<file path="config.mk">
export PLATFORM = sky130hd
export DESIGN_NAME = cla_add_sched
export DESIGN_NICKNAME = d
export VERILOG_FILES = /design/src/rtl/cla_sched_pkg.sv /design/src/rtl/CLA_4bit.sv /design/src/rtl/CLA_8bit.sv /design/src/rtl/cla_add_sched_rr_arb2.sv /design/src/rtl/cla_add_sched.sv
export SDC_FILE = /design/constraint.sdc
export NUM_CORES = 1
export LEC_CHECK = 0
export ABC_AREA = 1
export CELL_PAD_IN_SITES_DETAIL_PLACEMENT = 0
export CELL_PAD_IN_SITES_GLOBAL_PLACEMENT = 1
export CORE_ASPECT_RATIO = 0.6
export CORE_MARGIN = 2
export CORE_UTILIZATION = 30
export DETAILED_ROUTE_END_ITERATION = 7
export HOLD_SLACK_MARGIN = 0.12
export PLACE_DENSITY = 0.84
export SYNTH_ARGS = -nofsm -noshare
export SYNTH_HDL_FRONTEND = slang
export SYNTH_HIERARCHICAL = 1
export SYNTH_SLANG_ARGS = --single-unit
</file>
<file path="constraint.sdc">
create_clock -name clk -period 2.65 [get_ports clk]
set_input_delay 0.53 -clock clk [delete_from_list [all_inputs] [get_ports clk]]
set_output_delay 0.53 -clock clk [all_outputs]
set_load 0.005 [all_outputs]
</file>
<file path="src/rtl/cla_sched_pkg.sv">
// Shared types and constants for the byte-serial CLA add/subtract scheduler.
package cla_sched_pkg;

    // Controller phases: waiting for a request, stepping slices, holding the result
    typedef enum logic [1:0] {
        IDLE = 2'd0,
        RUN  = 2'd1,
        DONE = 2'd2
    } state_t;

    // Width of the shared adder slice
    localparam int SLICE_W = 8;

    // Identifies which of the two requesters owns an operation
    typedef logic req_id_t;

endpackage

</file>
<file path="src/rtl/CLA_4bit.sv">
// 4-bit carry-lookahead adder block: generate/propagate with full lookahead carries.
module CLA_4bit (
    input  logic [3:0] a,
    input  logic [3:0] b,
    input  logic       cin,
    output logic [3:0] sum,
    output logic       cout
);

    logic [3:0] p;
    logic [3:0] g;
    logic [4:1] c;

    // Lookahead carries are flattened so every carry depends only on p, g and cin
    always_comb begin
        p    = a ^ b;
        g    = a & b;
        c[1] = g[0] | (p[0] & cin);
        c[2] = g[1] | (p[1] & g[0]) | (p[1] & p[0] & cin);
        c[3] = g[2] | (p[2] & g[1]) | (p[2] & p[1] & g[0]) | (p[2] & p[1] & p[0] & cin);
        c[4] = g[3] | (p[3] & g[2]) | (p[3] & p[2] & g[1]) | (p[3] & p[2] & p[1] & g[0])
             | (p[3] & p[2] & p[1] & p[0] & cin);
        sum  = p ^ {c[3], c[2], c[1], cin};
        cout = c[4];
    end

endmodule

</file>
<file path="src/rtl/CLA_8bit.sv">
// 8-bit adder built from two 4-bit lookahead blocks with a carry between nibbles.
module CLA_8bit (
    input  logic [7:0] a,
    input  logic [7:0] b,
    input  logic       cin,
    output logic [7:0] sum,
    output logic       cout
);

    logic c_mid;

    CLA_4bit u_lo (
        .a    (a[3:0]),
        .b    (b[3:0]),
        .cin  (cin),
        .sum  (sum[3:0]),
        .cout (c_mid)
    );

    CLA_4bit u_hi (
        .a    (a[7:4]),
        .b    (b[7:4]),
        .cin  (c_mid),
        .sum  (sum[7:4]),
        .cout (cout)
    );

endmodule

</file>
<file path="src/rtl/cla_add_sched_rr_arb2.sv">
// Two-way round-robin arbiter; the pointer moves to the other requester when a
// response is consumed, so the requester that just finished loses the next tie.
module rr_arb2
    import cla_sched_pkg::*;
(
    input  logic    clk,
    input  logic    rst,
    input  logic    en,
    input  logic    req0,
    input  logic    req1,
    input  logic    done,
    input  req_id_t done_id,
    output logic    gnt0,
    output logic    gnt1,
    output req_id_t gnt_id
);

    req_id_t ptr;

    // Pointer favours the requester that did not own the last completed operation
    always_ff @(posedge clk) begin
        if (rst) begin
            ptr <= 1'b0;
        end else if (done) begin
            ptr <= ~done_id;
        end
    end

    // A lone requester always wins; the pointer only breaks ties
    always_comb begin
        gnt_id = ptr;
        if (req0 && !req1) begin
            gnt_id = 1'b0;
        end else if (req1 && !req0) begin
            gnt_id = 1'b1;
        end
        gnt0 = en && req0 && (gnt_id == 1'b0);
        gnt1 = en && req1 && (gnt_id == 1'b1);
    end

endmodule

</file>
<file path="src/rtl/cla_add_sched.sv">
// Shares one CLA_8bit between two requesters, computing WIDTH-bit add/sub one
// byte per cycle with the carry registered between bytes.
// Optional signed-overflow output is enabled by defining CLA_SCHED_OVF_EN.
module cla_add_sched
    import cla_sched_pkg::*;
#(
    parameter int WIDTH = 32
) (
    input  logic             clk,
    input  logic             rst,
    input  logic             req0_valid,
    output logic             req0_ready,
    input  logic [WIDTH-1:0] req0_a,
    input  logic [WIDTH-1:0] req0_b,
    input  logic             req0_sub,
    input  logic             req1_valid,
    output logic             req1_ready,
    input  logic [WIDTH-1:0] req1_a,
    input  logic [WIDTH-1:0] req1_b,
    input  logic             req1_sub,
    output logic             rsp_valid,
    input  logic             rsp_ready,
    output logic             rsp_id,
    output logic [WIDTH-1:0] rsp_sum,
    output logic             rsp_cout
`ifdef CLA_SCHED_OVF_EN
    ,
    output logic             rsp_ovf
`endif
);

    localparam int NSLICE = WIDTH / SLICE_W;
    localparam int CNT_W  = (NSLICE > 1) ? $clog2(NSLICE) : 1;
    localparam logic [CNT_W-1:0] LAST = CNT_W'(NSLICE - 1);

    state_t             state;
    state_t             state_nxt;
    logic [CNT_W-1:0]   cnt;
    logic               carry;
    logic [WIDTH-1:0]   a_reg;
    logic [WIDTH-1:0]   b_reg;
    logic [WIDTH-1:0]   sum_reg;
    req_id_t            id_reg;

    logic               gnt0;
    logic               gnt1;
    req_id_t            gnt_id;
    logic               accept;
    logic               take;

    logic [WIDTH-1:0]   sel_a;
    logic [WIDTH-1:0]   sel_b;
    logic               sel_sub;

    int                 base;
    logic [SLICE_W-1:0] a_slice;
    logic [SLICE_W-1:0] b_slice;
    logic [SLICE_W-1:0] slice_sum;
    logic               slice_cout;

    // Grants are only offered while idle and never during reset
    rr_arb2 u_arb (
        .clk     (clk),
        .rst     (rst),
        .en      ((state == IDLE) && !rst),
        .req0    (req0_valid),
        .req1    (req1_valid),
        .done    (take),
        .done_id (id_reg),
        .gnt0    (gnt0),
        .gnt1    (gnt1),
        .gnt_id  (gnt_id)
    );

    assign req0_ready = gnt0;
    assign req1_ready = gnt1;
    assign accept     = gnt0 || gnt1;
    assign take       = (state == DONE) && rsp_ready;

    // State register for the IDLE/RUN/DONE controller
    always_ff @(posedge clk) begin
        if (rst) begin
            state <= IDLE;
        end else begin
            state <= state_nxt;
        end
    end

    // Next-state logic; rsp_valid is simply "in DONE"
    always_comb begin
        state_nxt = state;
        rsp_valid = 1'b0;
        case (state)
            IDLE: begin
                if (accept) begin
                    state_nxt = RUN;
                end
            end
            RUN: begin
                if (cnt == LAST) begin
                    state_nxt = DONE;
                end
            end
            DONE: begin
                rsp_valid = 1'b1;
                if (rsp_ready) begin
                    state_nxt = IDLE;
                end
            end
            default: state_nxt = IDLE;
        endcase
    end

    // Operand select for the winner and byte select for the current slice
    always_comb begin
        sel_a   = gnt1 ? req1_a   : req0_a;
        sel_b   = gnt1 ? req1_b   : req0_b;
        sel_sub = gnt1 ? req1_sub : req0_sub;
        base    = int'(cnt) * SLICE_W;
        a_slice = a_reg[base +: SLICE_W];
        b_slice = b_reg[base +: SLICE_W];
    end

    CLA_8bit u_cla (
        .a    (a_slice),
        .b    (b_slice),
        .cin  (carry),
        .sum  (slice_sum),
        .cout (slice_cout)
    );

    // Subtraction is A + ~B + 1, so B is inverted on capture and carry seeded with sub
    always_ff @(posedge clk) begin
        if (rst) begin
            cnt     <= '0;
            carry   <= 1'b0;
            a_reg   <= '0;
            b_reg   <= '0;
            sum_reg <= '0;
            id_reg  <= 1'b0;
        end else if (accept) begin
            cnt     <= '0;
            carry   <= sel_sub;
            a_reg   <= sel_a;
            b_reg   <= sel_b ^ {WIDTH{sel_sub}};
            id_reg  <= gnt_id;
        end else if (state == RUN) begin
            sum_reg[base +: SLICE_W] <= slice_sum;
            carry                    <= slice_cout;
            cnt                      <= cnt + 1'b1;
        end
    end

    assign rsp_sum  = sum_reg;
    assign rsp_cout = carry;
    assign rsp_id   = id_reg;

`ifdef CLA_SCHED_OVF_EN
    logic msb_cin;
    logic ovf_reg;

    assign msb_cin = a_slice[SLICE_W-1] ^ b_slice[SLICE_W-1] ^ slice_sum[SLICE_W-1];

    // Signed overflow is carry into the MSB xor carry out, taken on the top slice only
    always_ff @(posedge clk) begin
        if (rst) begin
            ovf_reg <= 1'b0;
        end else if (accept) begin
            ovf_reg <= 1'b0;
        end else if ((state == RUN) && (cnt == LAST)) begin
            ovf_reg <= msb_cin ^ slice_cout;
        end
    end

    assign rsp_ovf = ovf_reg;
`endif

endmodule

</file>
==> run metrics, run 1 <==
status=complete, no violations; maximum VDD drop=0.304 mV; Setup crit end kind=flop; layout cell share with drive strength beyond 1=0.0714; IO Port Bufs=171; Die Wd=about 200 µm; adder-cell share of the synthesized area=0.0314; CTS tree=done; Vias per Instance=4.45; Overflow after GRT=0; final period utilization=0.973; Die Footprint=0.0241 mm²; post-placement cell count=around 1700; FF-to-FF Start=cnt[1]$_SDFFE_PP0N_; GP Congestion=roughly 0.94; syn avg cell area=between 5 and 6 µm²; DRC errors left=0; Clock Tree Buf Depth=2; Non-Filler Instances=1695; number of cell rows=42; Util after Layout=0.428; xor-xnor portion of the synthesized cell area=0.00255; Synth warnings=6; Crit Path Category=flop to flop; Worst-Skew Late Latency=around 350 ps; beginning of the worst hold path=rsp_sum[17]$_SDFFE_PP0P_; die height=between 100 and 150 µm; FILL cells=2374; combinational family with the most area after synthesis=simple AND/OR/NAND/NOR gates; Critical Path RT=2890 ps; global-route wire length before repair=~36000 µm; slew margin rel.=0.718; Area growth syn-to-layout=38.6%; Top cell by count, worst path=nor2_1; Post-Syn Area=0.00686 mm²; internal reg-to-reg setup slack=70 ps; CTS clk-pin slew, worst paths=70 ps; initial antenna violation count=0; Distinct cells, synth=26; final instance area=roughly 0.0095 mm²; simple-gate share of the synthesized area=0.423; startpoint class of the critical path=flop; largest net degree at the start of global routing=78; Post-Route WL=22300 µm; Post-Syn Instances=1218; Final Max Slew Viols=0; worst slew pin tran=approximately 420 ps; vias in the first global route=approximately 6900; WL/cell=between 10 and 15 µm; GR Util All Layers=0.189; Final ANT Viol Nets=0; CTS sink count=103; sequential fraction of the synthesis area=0.301; cell family with most CP delay=adder cells; slowest CP cell=fa_2; vias=7544; compound-gate portion of the synthesized area=0.0985; critical path depth in cells=15; # IOs=about 170; drt pass-1 iters=5; CORE AREA=0.0222 mm²; TritonCTS Buffers=9; Root Driver=clkbuf_16; Starting Density=0.309; reg2reg path depth=15; leakage=4.86 nW; final hold violations=0; worst hold path depth=4; CP Buf/Inv Count=3; DR iter-0 viols=433; leading cell type in the layout, fill and taps excluded=nand2_1; htree depth=3; Worst Path Max Fanout=8; Hold Path End=rsp_sum[17]$_SDFFE_PP0P_; syn_nets=around 1400; worst-path cell chain=clkinvlp_4 -> o21ai_2 -> o22ai_1 -> ha_1 -> nand3_2 -> nand3_2 -> nand3_1 -> nand2_2 -> inv_1 -> fa_2 -> inv_2 -> nand3_1 -> nor2_1 -> nor2_1 -> nor2_1; commonest cells after routing, fill and taps aside=464 x nand2_1, 194 x nor2_1, 171 x clkdlybuf4s50_1; setup violators final=0; CTS Hold Buffers Added=0; #FFs+latches synth=roughly 100; Power Dens Cells=518 mW/mm²; Max Clock Freq=between 300 and 400 MHz; worst setup slack after layout=71.8 ps; max-cap violation count=0; CP peak stage delay=520 ps; R2R Path End=rsp_sum[28]$_SDFFE_PP0P_; RSZ-0062 raised after global routing=yes; DP HPWL=17300 µm; Inserted Diodes=0; Place WS=-33.0 ps; mux cell area share after synthesis=0; CP arrival=between 2000 and 3000 ps; Final Skew=9.16 ps; post-layout min period=approximately 2600 ps; Final Net Count=1533; DP Area=roughly 0.009 mm²; worst hold path class=flop to flop
[routing by layer]
| metal | up-vias | GRT usage | wire length [µm] |
|---|---|---|---|
| met3 | 9 | 0.0545 | 1720 |
| met4 | 0 | 0.0229 | 116 |
| met1 | 3318 | 0.289 | 11900 |
| li1 | 4011 | - | - |
| met2 | 206 | 0.264 | 8550 |
| met5 | - | 0 | 0 |
[power by group]
part	total, mW	internal [mW]	switching, mW
Clock	1.45	0.855	0.596
Combinational	1.68	0.764	0.919
Sequential	1.79	1.68	0.106
[through the flow]
step / hold slack (ps) / power (mW) / TNS, ps
6_report: 509 / 4.92 / 0
5_1_grt: 536 / 5.24 / -582
4_1_cts: 515 / 4.86 / 0
3_5_place_dp: 501 / 3.40 / -35.3
3_3_place_gp: 501 / 3.40 / 0
2_1_floorplan: 491 / 2.71 / 0
[synth_stat cells]
master	instances	area [µm²]
nand2_1	468	1760
nor2_1	198	743
inv_1	170	638
dfxtp_1	103	2060
o21ai_0	66	330
nand3_1	50	250
buf_2	36	180
a31oi_1	32	200
clkbuf_1	19	71.3
o22ai_1	16	100
ha_1	14	175
a21oi_1	6	30.0
nand2_2	6	37.5
nor3_1	5	25.0
buf_1	4	15.0
buf_4	4	30.0
buf_6	4	45.0
nand4_1	4	25.0
nand2_4	3	33.8
fa_1	2	40.0
or2_0	2	12.5
xnor2_1	2	17.5
a211oi_1	1	7.51
inv_2	1	3.75
nor2_8	1	20.0
o31ai_1	1	7.51
[worst register-to-register path: cells and delay by family (launching register included)]
family | cells | cell delay [ps]
buf+inv | 3 | 300
fa+ha+maj | 2 | 890
compound gates | 2 | 210
simple gates | 8 | 690
flops | 1 | 390
[final cells by class]
| cell class | count | area [µm²] | share of cell area |
|---|---|---|---|
| multi-input cells | 877 | 3900 | 0.410 |
| repair buffers | 220 | 2180 | 0.230 |
| flip-flops and latches | 103 | 2070 | 0.217 |
| inverters | 171 | 646 | 0.0679 |
| well taps | 308 | 385 | 0.0405 |
| clock buffers | 11 | 243 | 0.0255 |
| clock inverters | 5 | 81.3 | 0.00856 |
[cells by family after synthesis]
logic type / after synthesis
AOI/OAI and AO/OA: 122
DFF: 103
xor gates and xnor gates: 2
and+or+nand+nor: 737
adders and majority gates: 16
buffers and inverters: 238
[how the worst max path moves through the flow]
| stage | from | endpoint |
|---|---|---|
| after floorplan | cnt[0]$_SDFFE_PP0N_ | rsp_sum[13]$_SDFFE_PP0P_ |
| after global placement | cnt[0]$_SDFFE_PP0N_ | rsp_sum[21]$_SDFFE_PP0P_ |
| after detailed placement | cnt[0]$_SDFFE_PP0N_ | rsp_sum[21]$_SDFFE_PP0P_ |
| after global routing | cnt[1]$_SDFFE_PP0N_ | rsp_sum[29]$_SDFFE_PP0P_ |
| final | cnt[1]$_SDFFE_PP0N_ | rsp_sum[28]$_SDFFE_PP0P_ |
| after CTS | cnt[0]$_SDFFE_PP0N_ | rsp_sum[21]$_SDFFE_PP0P_ |
[repair_timing]
item,in CTS,in global routing
resized for setup,1,39
setup endpoints to repair,4,19
hold endpoints to repair,0,0
pin swaps,1,12
setup buffers,1,4
(Power assumes the default switching activity.)
==> run 2: changes to the inputs <==
--- a/config.mk
+++ b/config.mk
@@ -12,8 +12,10 @@
 export CORE_MARGIN = 2
 export CORE_UTILIZATION = 30
 export DETAILED_ROUTE_END_ITERATION = 7
+export GPL_TIMING_DRIVEN = 0
 export HOLD_SLACK_MARGIN = 0.12
 export PLACE_DENSITY = 0.84
+export SLEW_MARGIN = 20
 export SYNTH_ARGS = -nofsm -noshare
 export SYNTH_HDL_FRONTEND = slang
 export SYNTH_HIERARCHICAL = 1
==> run 2 against run 1 <==
  * Critical path type unchanged
  * Routed wire length grew 16%
  * Worst hold slack better by 2.8 ps
  * Global-route usage rose by 2.8 points
  * Die area is the same
  * Clock skew increased by 2.6 ps
  * Core utilization up 1.6 points
  * Largest power group is now combinational logic
  * Non-clock buffer count up 34
  * Maximum frequency shrank 2.2%
  * Sequential cell count did not move
  * Worst setup slack got worse by 58 ps
==> run metrics, run 2 (synthesized netlist as in run 1, its figures left out) <==
status=complete, no violations; TritonCTS Buffers=9 (unchanged); Post-Route WL=25800 µm (+16%); WL/cell=14.9 µm (+14%); Area growth syn-to-layout=43.9%; CP arrival=2930 ps (+110 ps); Vias per Instance=4.57 (+2.7%); CTS clk-pin slew, worst paths=70 ps (about the same); Max Clock Freq=379 MHz (-2.2%); CTS tree=done; DRC errors left=0 (unchanged); WHS=512 ps (+2.79 ps); vias in the first global route=7396 (+7.0%); Crit Path Category=flop to flop; max-cap violation count=0 (unchanged); initial antenna violation count=0 (unchanged); final hold violations=0 (unchanged); Starting Density=0.309 (unchanged); largest net degree at the start of global routing=17 (-78%); global-route wire length before repair=40300 µm (+12%); commonest cells after routing, fill and taps aside=462 x nand2_1, 185 x nor2_1, 169 x clkdlybuf4s50_1; Die Footprint=0.0241 mm² (unchanged); layout cell share with drive strength beyond 1=0.106 (+0.0342); Final Max Slew Viols=0 (unchanged); Die Wd=199 µm (unchanged); worst slew pin tran=677 ps (+256 ps); Worst-Skew Late Latency=350 ps (about the same); drt pass-1 iters=5 (unchanged); # IOs=172 (unchanged); maximum VDD drop=0.322 mV (+6.0%); htree depth=3 (unchanged); post-layout min period=2640 ps (+58.1 ps); DP HPWL=20100 µm (+16%); GR Util All Layers=0.217 (+0.0284); Root Driver=clkbuf_16; DR iter-0 viols=532 (+23%); Inserted Diodes=0 (unchanged); leading cell type in the layout, fill and taps excluded=nand2_1; CORE AREA=0.0222 mm² (unchanged); post-placement cell count=1697 (+1.4%); worst hold path class=flop to flop; Power Dens Cells=509 mW/mm² (-1.7%); slew margin rel.=0.549 (-0.170); Final Net Count=1567 (+2.2%); final period utilization=0.995 (+0.0219); Clock Tree Buf Depth=2 (unchanged); Util after Layout=0.444 (+0.0164); Setup crit end kind=flop; Worst Path Max Fanout=6 (-2); GP Congestion=0.890 (-5.3%); RSZ-0062 raised after global routing=yes; Final ANT Viol Nets=0 (unchanged); number of cell rows=42 (unchanged); leakage=4.99 nW (+2.8%); startpoint class of the critical path=flop; Overflow after GRT=0 (unchanged); CTS sink count=103 (unchanged); die height=121 µm (unchanged); CTS Hold Buffers Added=0 (unchanged); IO Port Bufs=171 (unchanged); Non-Filler Instances=1729 (+2.0%); vias=7903 (+4.8%); setup violators final=0 (unchanged); Critical Path RT=2940 ps (+50 ps); Final Skew=11.8 ps (+2.63 ps)
[run 2: changes by cell type in the layout (fill, tap and decap cells not counted), sizes merged]
cell / change
dlymetal6s2s: +2
clkbuf: +25
bufinv: -1
clkdlybuf4s50: -2
inv: +1
clkinv: -1
buf: +10
[run 2: layout make-up]
cell class,instances,area (µm²)
Tap cell,308,385
Inverter,171,656
Buffer,67,474
Multi-Input combinational cell,877,4140
Clock inverter,4,55.1
Clock buffer,12,246
Timing Repair Buffer,187,1840
Fill cell,2327,12400
Sequential cell,103,2070
[run 2: final timing paths]
path / start / end / cells after the start / slack (ps)
setup / recovery: cnt[0]$_SDFFE_PP0N_ / rsp_sum[5]$_SDFFE_PP0P_ / 17 / 10
hold / removal: rsp_sum[17]$_SDFFE_PP0P_ / rsp_sum[17]$_SDFFE_PP0P_ / 4 / 510
setup reg to reg: cnt[0]$_SDFFE_PP0N_ / rsp_sum[5]$_SDFFE_PP0P_ / 17 / 10
hold reg to reg: rsp_sum[17]$_SDFFE_PP0P_ / rsp_sum[17]$_SDFFE_PP0P_ / 4 / 510
[run 2: what timing repair did]
action,4_1_cts,5_1_grt
endpoints found under the setup margin,101,78
gates resized for setup,75,69
pin swaps,15,12
buffers inserted,12,3
cloned,1,0
endpoints found under the hold margin,0,0
[run 2: worst max-delay path, cell delays in order, from the launching register on]
cell	delay, ps
dfxtp_4	390
buf_8	150
buf_8	140
o21ai_4	140
o22ai_4	120
ha_4	290
nand3_2	70
nand3_2	90
nand3_2	70
nand2_2	80
inv_2	40
fa_2	380
xnor2_4	210
buf_6	130
nand3_2	70
nand2_2	90
nand2_1	50
nor2_1	80
[run 2: layer usage]
| metal | vias up | wire length (µm) | track usage |
|---|---|---|---|
| li1 | 4088 | - | - |
| met1 | 3526 | 13800 | 0.342 |
| met2 | 277 | 9850 | 0.295 |
| met3 | 12 | 2000 | 0.0539 |
| met4 | 0 | 157 | 0.0326 |
| met5 | - | 0 | 0 |
[run 2: report_power, final]
| group | leakage (nW) | internal (mW) | switching (mW) |
|---|---|---|---|
| registers | 0.846 | 1.68 | 0.115 |
| clock network | 0.143 | 0.764 | 0.610 |
| logic | 4.00 | 0.809 | 1.04 |
| total | 4.99 | 3.25 | 1.77 |
[run 2: through the flow]
stage | power [mW] | TNS [ps] | instance area, µm² | setup slack [ps]
6_report | 5.02 | 0 | 9870 | 13.7
5_1_grt | 5.32 | -415 | 9870 | -89.6
3_3_place_gp | 3.33 | -54080 | 8960 | -955
4_1_cts | 4.86 | -50.0 | 9600 | -29.6
3_5_place_dp | 3.33 | -53010 | 8960 | -982
2_1_floorplan | 2.71 | 0 | 6860 | 15.1
